## src/rtl/tlb_op_unit.sv

```systemverilog
// CP0 TLB instruction sequencer: runs TLBP/TLBR/TLBWI/TLBWR against the TLB
// management port and owns the CP0 Random register.

package tlb_op_pkg;
    typedef struct packed {
        logic [18:0] vpn2;
        logic [7:0]  asid;
        logic        g;
        logic [19:0] pfn0;
        logic [2:0]  c0;
        logic        d0;
        logic        v0;
        logic [19:0] pfn1;
        logic [2:0]  c1;
        logic        d1;
        logic        v1;
    } tlb_entry_t;
endpackage

module tlb_op_unit #(
    parameter int ENTRIES = 16,
    parameter int IDX_W   = $clog2(ENTRIES),
    parameter int ENTRY_W = $bits(tlb_op_pkg::tlb_entry_t)
) (
    input  logic               clk,
    input  logic               rst,
    input  logic               op_valid,
    output logic               op_ready,
    input  logic [1:0]         op_code,
    input  logic [31:0]        op_index,
    input  logic [31:0]        op_entry_hi,
    input  logic [ENTRY_W-1:0] op_entry,
    input  logic [IDX_W-1:0]   wired,
    input  logic               wired_we,
    output logic [IDX_W-1:0]   random,
    output logic               resp_valid,
    input  logic               resp_ready,
    output logic [1:0]         resp_op,
    output logic [31:0]        resp_index,
    output logic [ENTRY_W-1:0] resp_entry,
    output logic [IDX_W-1:0]   tlbrw_index,
    output logic               tlbrw_we,
    output logic [ENTRY_W-1:0] tlbrw_wdata,
    input  logic [ENTRY_W-1:0] tlbrw_rdata,
    output logic [31:0]        tlbp_entry_hi,
    input  logic [31:0]        tlbp_index
);

    localparam logic [1:0] OP_TLBP  = 2'd0;
    localparam logic [1:0] OP_TLBR  = 2'd1;
    localparam logic [1:0] OP_TLBWI = 2'd2;
    localparam logic [1:0] OP_TLBWR = 2'd3;
    localparam logic [IDX_W-1:0] RAND_TOP = IDX_W'(ENTRIES - 1);

    typedef enum logic [1:0] {
        ST_IDLE = 2'd0,
        ST_EXEC = 2'd1,
        ST_RESP = 2'd2
    } state_t;

    state_t             state_r;
    logic [1:0]         code_r;
    logic [IDX_W-1:0]   idx_r;
    logic [31:0]        hi_r;
    logic [ENTRY_W-1:0] entry_r;
    logic               we_r;
    logic               resp_valid_r;
    logic [1:0]         resp_op_r;
    logic [31:0]        resp_index_r;
    logic [ENTRY_W-1:0] resp_entry_r;
    logic [IDX_W-1:0]   random_r;
    logic [IDX_W-1:0]   random_nxt_s;
    logic [IDX_W-1:0]   idx_sel_s;
    logic               op_index_unused_s;

    // Only the low IDX_W bits of CP0 Index address the TLB.
    assign op_index_unused_s = ^op_index[31:IDX_W];

    // The write strobe is suppressed combinationally so a reset cycle never writes.
    assign op_ready      = (state_r == ST_IDLE) && !rst;
    assign tlbrw_we      = we_r && !rst;
    assign tlbrw_index   = idx_r;
    assign tlbrw_wdata   = entry_r;
    assign tlbp_entry_hi = hi_r;
    assign random        = random_r;
    assign resp_valid    = resp_valid_r;
    assign resp_op       = resp_op_r;
    assign resp_index    = resp_index_r;
    assign resp_entry    = resp_entry_r;

    // Index to latch at accept: TLBWR takes the live Random value.
    always_comb begin
        idx_sel_s = op_index[IDX_W-1:0];
        case (op_code)
            OP_TLBWR: idx_sel_s = random_r;
            default:  idx_sel_s = op_index[IDX_W-1:0];
        endcase
    end

    // Random decrements toward Wired and reloads to the top entry.
    always_comb begin
        random_nxt_s = RAND_TOP;
        if (wired_we) begin
            random_nxt_s = RAND_TOP;
        end else if (random_r <= wired) begin
            random_nxt_s = RAND_TOP;
        end else begin
            random_nxt_s = random_r - {{(IDX_W-1){1'b0}}, 1'b1};
        end
    end

    // Random register.
    always_ff @(posedge clk) begin
        if (rst) begin
            random_r <= RAND_TOP;
        end else begin
            random_r <= random_nxt_s;
        end
    end

    // Op sequencer: IDLE -> EXEC (one cycle at the TLB) -> RESP until accepted.
    always_ff @(posedge clk) begin
        if (rst) begin
            state_r      <= ST_IDLE;
            code_r       <= 2'd0;
            idx_r        <= {IDX_W{1'b0}};
            hi_r         <= 32'd0;
            entry_r      <= {ENTRY_W{1'b0}};
            we_r         <= 1'b0;
            resp_valid_r <= 1'b0;
            resp_op_r    <= 2'd0;
            resp_index_r <= 32'd0;
            resp_entry_r <= {ENTRY_W{1'b0}};
        end else begin
            case (state_r)
                ST_IDLE: begin
                    if (op_valid) begin
                        code_r  <= op_code;
                        idx_r   <= idx_sel_s;
                        hi_r    <= op_entry_hi;
                        entry_r <= op_entry;
                        we_r    <= (op_code == OP_TLBWI) || (op_code == OP_TLBWR);
                        state_r <= ST_EXEC;
                    end
                end
                ST_EXEC: begin
                    we_r         <= 1'b0;
                    resp_valid_r <= 1'b1;
                    resp_op_r    <= code_r;
                    resp_index_r <= (code_r == OP_TLBP) ? tlbp_index : 32'd0;
                    resp_entry_r <= (code_r == OP_TLBR) ? tlbrw_rdata : {ENTRY_W{1'b0}};
                    state_r      <= ST_RESP;
                end
                ST_RESP: begin
                    if (resp_ready) begin
                        resp_valid_r <= 1'b0;
                        state_r      <= ST_IDLE;
                    end
                end
                default: begin
                    we_r         <= 1'b0;
                    resp_valid_r <= 1'b0;
                    state_r      <= ST_IDLE;
                end
            endcase
        end
    end

endmodule

```

## config.mk

```make
export PLATFORM = sky130hd
export DESIGN_NAME = tlb_op_unit
export DESIGN_NICKNAME = d
export VERILOG_FILES = /design/src/rtl/tlb_op_unit.sv
export SDC_FILE = /design/constraint.sdc
export NUM_CORES = 1
export LEC_CHECK = 0
export ABC_AREA = 0
export CORE_AREA = 2 2 191 193
export DETAILED_ROUTE_END_ITERATION = 10
export DIE_AREA = 0 0 193 195
export PLACE_DENSITY_LB_ADDON = 0.25
export SYNTH_ARGS = -nofsm -noshare
export SYNTH_HDL_FRONTEND = slang
export SYNTH_SLANG_ARGS = --single-unit
```

## constraint.sdc

```tcl
create_clock -name clk -period 2.1 [get_ports clk]
set_clock_uncertainty 0.2 [all_clocks]
set_input_delay 0.525 -clock clk [delete_from_list [all_inputs] [get_ports clk]]
set_output_delay 0.525 -clock clk [all_outputs]
set_load 0.02 [all_outputs]
```

# Yosys cells after proc, flatten, opt, wreduce, memory -nomap -nowiden
# Cells that the tools add are included.
[totals]
register_bits = 236
in_bits = 263
output_inout_bits = 233
[classes]
n_addsub = 1
magnitude_cmp = 1
n_eq_ne = 7
mux = 10
bitwise = 2
reduce_logical = 11
[ops]
columns = ["operator", "n"]
rows = [
  ["78-bit two-way mux", 1],
  ["32-bit two-way mux", 1],
  ["2-bit AND reduction", 4],
  ["2-bit == test, second input constant", 3],
  ["2-bit case mux with 3 select lines", 1],
  ["2-bit by 1-bit == test with 1-bit output, second input constant", 2],
  ["4-bit less-or-equal comparator", 1],
  ["2-bit logical NOT", 2],
  ["2-bit two-way mux", 2],
  ["4-bit two-way mux", 1],
  ["2-bit != test, second input constant", 2],
  ["4-bit by 1-bit subtractor with 4-bit output, second input constant", 1],
  ["1-bit case mux with 3 select lines", 1],
  ["3-bit OR reduction", 1],
  ["1-bit logical AND", 2],
  ["1-bit two-way mux", 2],
  ["1-bit NOT", 2],
  ["1-bit case mux with 2 select lines", 1],
  ["1-bit logical NOT", 1],
  ["1-bit logical OR", 1],
]

# Depth between registers and ports, before layout
[logic_depth]
word_depth = 4
depth_mapped = 7
depth_no_buf = 5

# Worst setup path before layout
# Ideal clock, no wire load.
[synth_path]
path_type = "input-to-output"
start = "in rst"
end = "out op_ready"
arrival_ns = 1.371
setup_slack_ns = 0.004
cell_stages = 3
cell_sequence = "clkbuf_1 clkbuf_1 nor3_1"
[synth_via]
elab_chain_cells = 2
[synth_rtl]
columns = ["item", "line", "text"]
rows = [
  ["from (decl)", "26", "input logic rst,"],
  ["1-bit logical NOT", "80", "assign op_ready = (state_r == ST_IDLE) && !rst;"],
  ["1-bit logical AND", "80", ""],
  ["to (decl)", "28", "output logic op_ready,"],
]
# Every way passes these cells.

# Worst setup path in the final report
[layout_path]
start = "reg random_r[0] (netlist: random[0])"
end = "out random[0]"
[layout_rtl]
columns = ["item", "line", "text"]
rows = [
  ["from (decl)", "71", "logic [IDX_W-1:0] random_r;"],
  ["from (signal assigned)", "117", "random_r <= random_nxt_s;"],
  ["to (decl)", "35", "output logic [IDX_W-1:0] random,"],
]
# No word-level cell between the ends.

==> summary.md <==
| Metric | Value |
|---|---|
| Outcome | `finished, final reports clean` |
| Layout cells sized above 1 | `6.46%` |
| H-tree levels | `1` |
| Sw Pwr | `2.84 mW` |
| Number of max-cap violations | `0` |
| DP HPWL | `21300 um` |
| Crit Path Max Fanout | `5` |
| Syn nets | `1198` |
| Clock-pin slew on the worst setup and hold paths | `60 ps` |
| Final instance area | `14200 um^2` |
| Final worst-path setup slack | `60.5 ps` |
| Final nets | `1656` |
| Total GRT Usage | `14.9%` |
| Slowest-stage cell, CP | `dfxtp_1` |
| TritonCTS Buffers | `28` |
| Syn Std Cell Area | `8140 um^2` |
| Final ANT Viol Nets | `0` |
| Cells after Synth | `930` |
| Via-per-instance ratio | `4.35` |
| Synth-to-Final Area Change | `73.9%` |
| CP cell instances | `dlygate4sd2_1` |
| Initial Util | `23.0%` |
| Setup bufs post-CTS | `0` |
| Clock root cell | `clkbuf_16` |
| Clock tree from TritonCTS | `built` |
| Row cnt | `69` |
| Antenna violations before repair | `0` |
| Final Hold Viols | `0` |
| DRC | `0` |
| Part of the power in the clock network | `42.9%` |
| Setup TNS | `0 ps` |
| PortBufs | `467` |
| Initial detailed-routing violation count | `240` |
| Slew Viols, Final | `0` |
| Total Power | `11.3 mW` |
| Core area | `35400 um^2` |
| Hold slack | `87.9 ps` |
| Post-Route WL | `30000 um` |
| Dpl cell area | `13500 um^2` |
| Final core occ | `40.0%` |
| Share of flip-flops with an asynchronous set or reset | `0%` |
| Crit share post-route | `97.1%` |
| Worst setup EP type | `primary output` |
| Reg2Reg Launch Point | `state_r[1]$_SDFFE_PP0P_` |
| Vias in the first global route | `7880` |
| Syn. warnings | `0` |
| I/O pin total | `496` |
| Slew HR | `53.1%` |
| Worst-Skew Late Latency | `530 ps` |
| Die Width | `193 um` |
| Pin count of the biggest net entering global routing | `136` |
| RSZ-0062 raised after global routing | `no` |
| # diodes | `0` |
| # setup viols final | `0` |
| Startpoint types | `flip-flop` |
| Number of enable flip-flop cells after synthesis | `0` |
| Internal Pwr Total | `8.44 mW` |
| DR vias | `8132` |
| # clock sinks | `236` |
| Sequential share of the synthesized area | `58.0%` |
| Final GP Congestion | `0.768` |
| Main synth FF type | `dfxtp_1` |
| Worst-Margin Slew | `703 ps` |
| #FFs+latches synth | `236` |
| Router iterations before antenna repair | `5` |
| GRT Residual Overflow | `0` |
| Crit path DAT | `1310 ps` |
| Synthesized area per cell | `8.75 um^2` |
| P per Cell Area | `796 nW/um^2` |
| Flop pwr share | `42.3%` |
| Maximum vdd ir drop | `0.000570 V` |
| Pleak | `6.32 nW` |
| Crit Path Class | `reg -> out` |
| Worst min path class | `in -> reg` |
| First-pass GRT wire length | `44500 um` |
| Cells after DPL | `1818` |
| Critical Path Start | `random[0]$_SDFF_PP1_` |
| Slowest stage delay, CP | `390 ps` |
| Non-filler cells, final | `1870` |
| Top delay family on crit path | `flip-flops` |
| WP data required | `1370 ps` |
| Switching fraction of total power | `25.2%` |
| Minimum clock period | `2040 ps` |
| Combinational power share | `14.8%` |
| Post-placement setup slack | `-173 ps` |
| WP buf/inv | `1` |
| Die area | `37600 um^2` |
| Hold_sp | `rst` |
| Wire per inst | `16.1 um` |
| Distinct cell type count after synthesis | `25` |
| Max clock buf depth | `3` |
| F_max | `0.490 GHz` |
| Die height | `195 um` |
==> cell type report <==
type	count	area, um^2
timing repair buffer	506	4840
tap	461	577
multi-input combinational	611	3070
inverter	5	18.8
sequential	236	4720
clock inverter	10	104
clock buffer	41	821
fill	3664	21200
==> cell usage after synthesis, types with 2 or more instances <==
cell type	n	share of area [%]
clkbuf_1	39	1.8
mux2i_1	3	0.37
a21oi_1	113	6.9
nand3_1	4	0.25
inv_1	5	0.23
nor2_1	119	5.5
a311oi_1	4	0.43
dfxtp_1	236	58
nand2_1	230	11
nor2b_1	4	0.31
buf_2	27	1.7
ha_1	5	0.77
o211ai_1	4	0.37
nor3_1	5	0.31
xnor2_1	2	0.22
a22oi_1	110	10
buf_4	12	1.1
==> path summary, 6_finish.rpt <==
kind | slack, ps | end | depth (start not counted)
worst max-delay path | 60 | random[0] | 1
worst min register to register | 250 | tlbrw_wdata[65]$_SDFFE_PP0P_ | 2
worst min-delay path | 90 | state_r[1]$_SDFFE_PP0P_ | 3
worst max register to register | 360 | tlbrw_wdata[53]$_SDFFE_PP0P_ | 5
==> cells by family (layout without fill, tap and decap cells) <==
group	after synthesis	after routing	share of synthesized area (%)
and+or+nand+nor	368	368	17.7
muxes	3	3	0.369
adders and majority gates	5	5	0.769
DFF	236	236	58.0
xor gates and xnor gates	2	2	0.215
AOI/OAI and AO/OA	233	233	18.1
buffers and inverters	83	562	4.80
==> registers in the layout (all words and copies together), names as in the netlist <==
signal,count
tlbp_entry_hi,32
resp_valid,1
state_r,2
tlbrw_index,4
resp_op,2
tlbrw_wdata,78
we_r,1
resp_entry,78
code_r,2
resp_index,32
random,4
==> power groups by stage <==
stage | combinational, mW | sequential, mW | clock, mW
5_1_grt | 1.81 | 4.79 | 5.17
6_report | 1.67 | 4.77 | 4.84
2_1_floorplan | 0.493 | 5.10 | 0
4_1_cts | 1.70 | 4.77 | 5.02
3_5_place_dp | 1.82 | 4.87 | 0
3_3_place_gp | 1.82 | 4.87 | 0
==> placed cells by master (no fill, tap or decap), drive strengths merged, types with 5 or more instances in the layout <==
master           n
clkbuf          43
clkdlybuf4s50  233
a22oi          110
dlygate4sd2    230
clkinv           8
inv              5
nor2           119
a21oi          113
buf             40
nand2          230
dfxtp          236
nor3             5
ha               5
==> per-layer routing <==
| layer | vias to the layer above | track usage (%) | wire (um) |
|---|---|---|---|
| met5 | - | 0 | 0 |
| met4 | 0 | 5.47 | 1120 |
| met3 | 54 | 4.64 | 2640 |
| met2 | 302 | 26.0 | 14600 |
| met1 | 3725 | 16.8 | 11700 |
| li1 | 4051 | - | - |
==> repair_timing <==
action,in CTS,in global routing
setup endpoints to repair,233,2
hold endpoints to repair,1,0
gates resized for setup,239,2
hold buffers,1,0
Note: power is estimated with default switching activity, not from simulation.
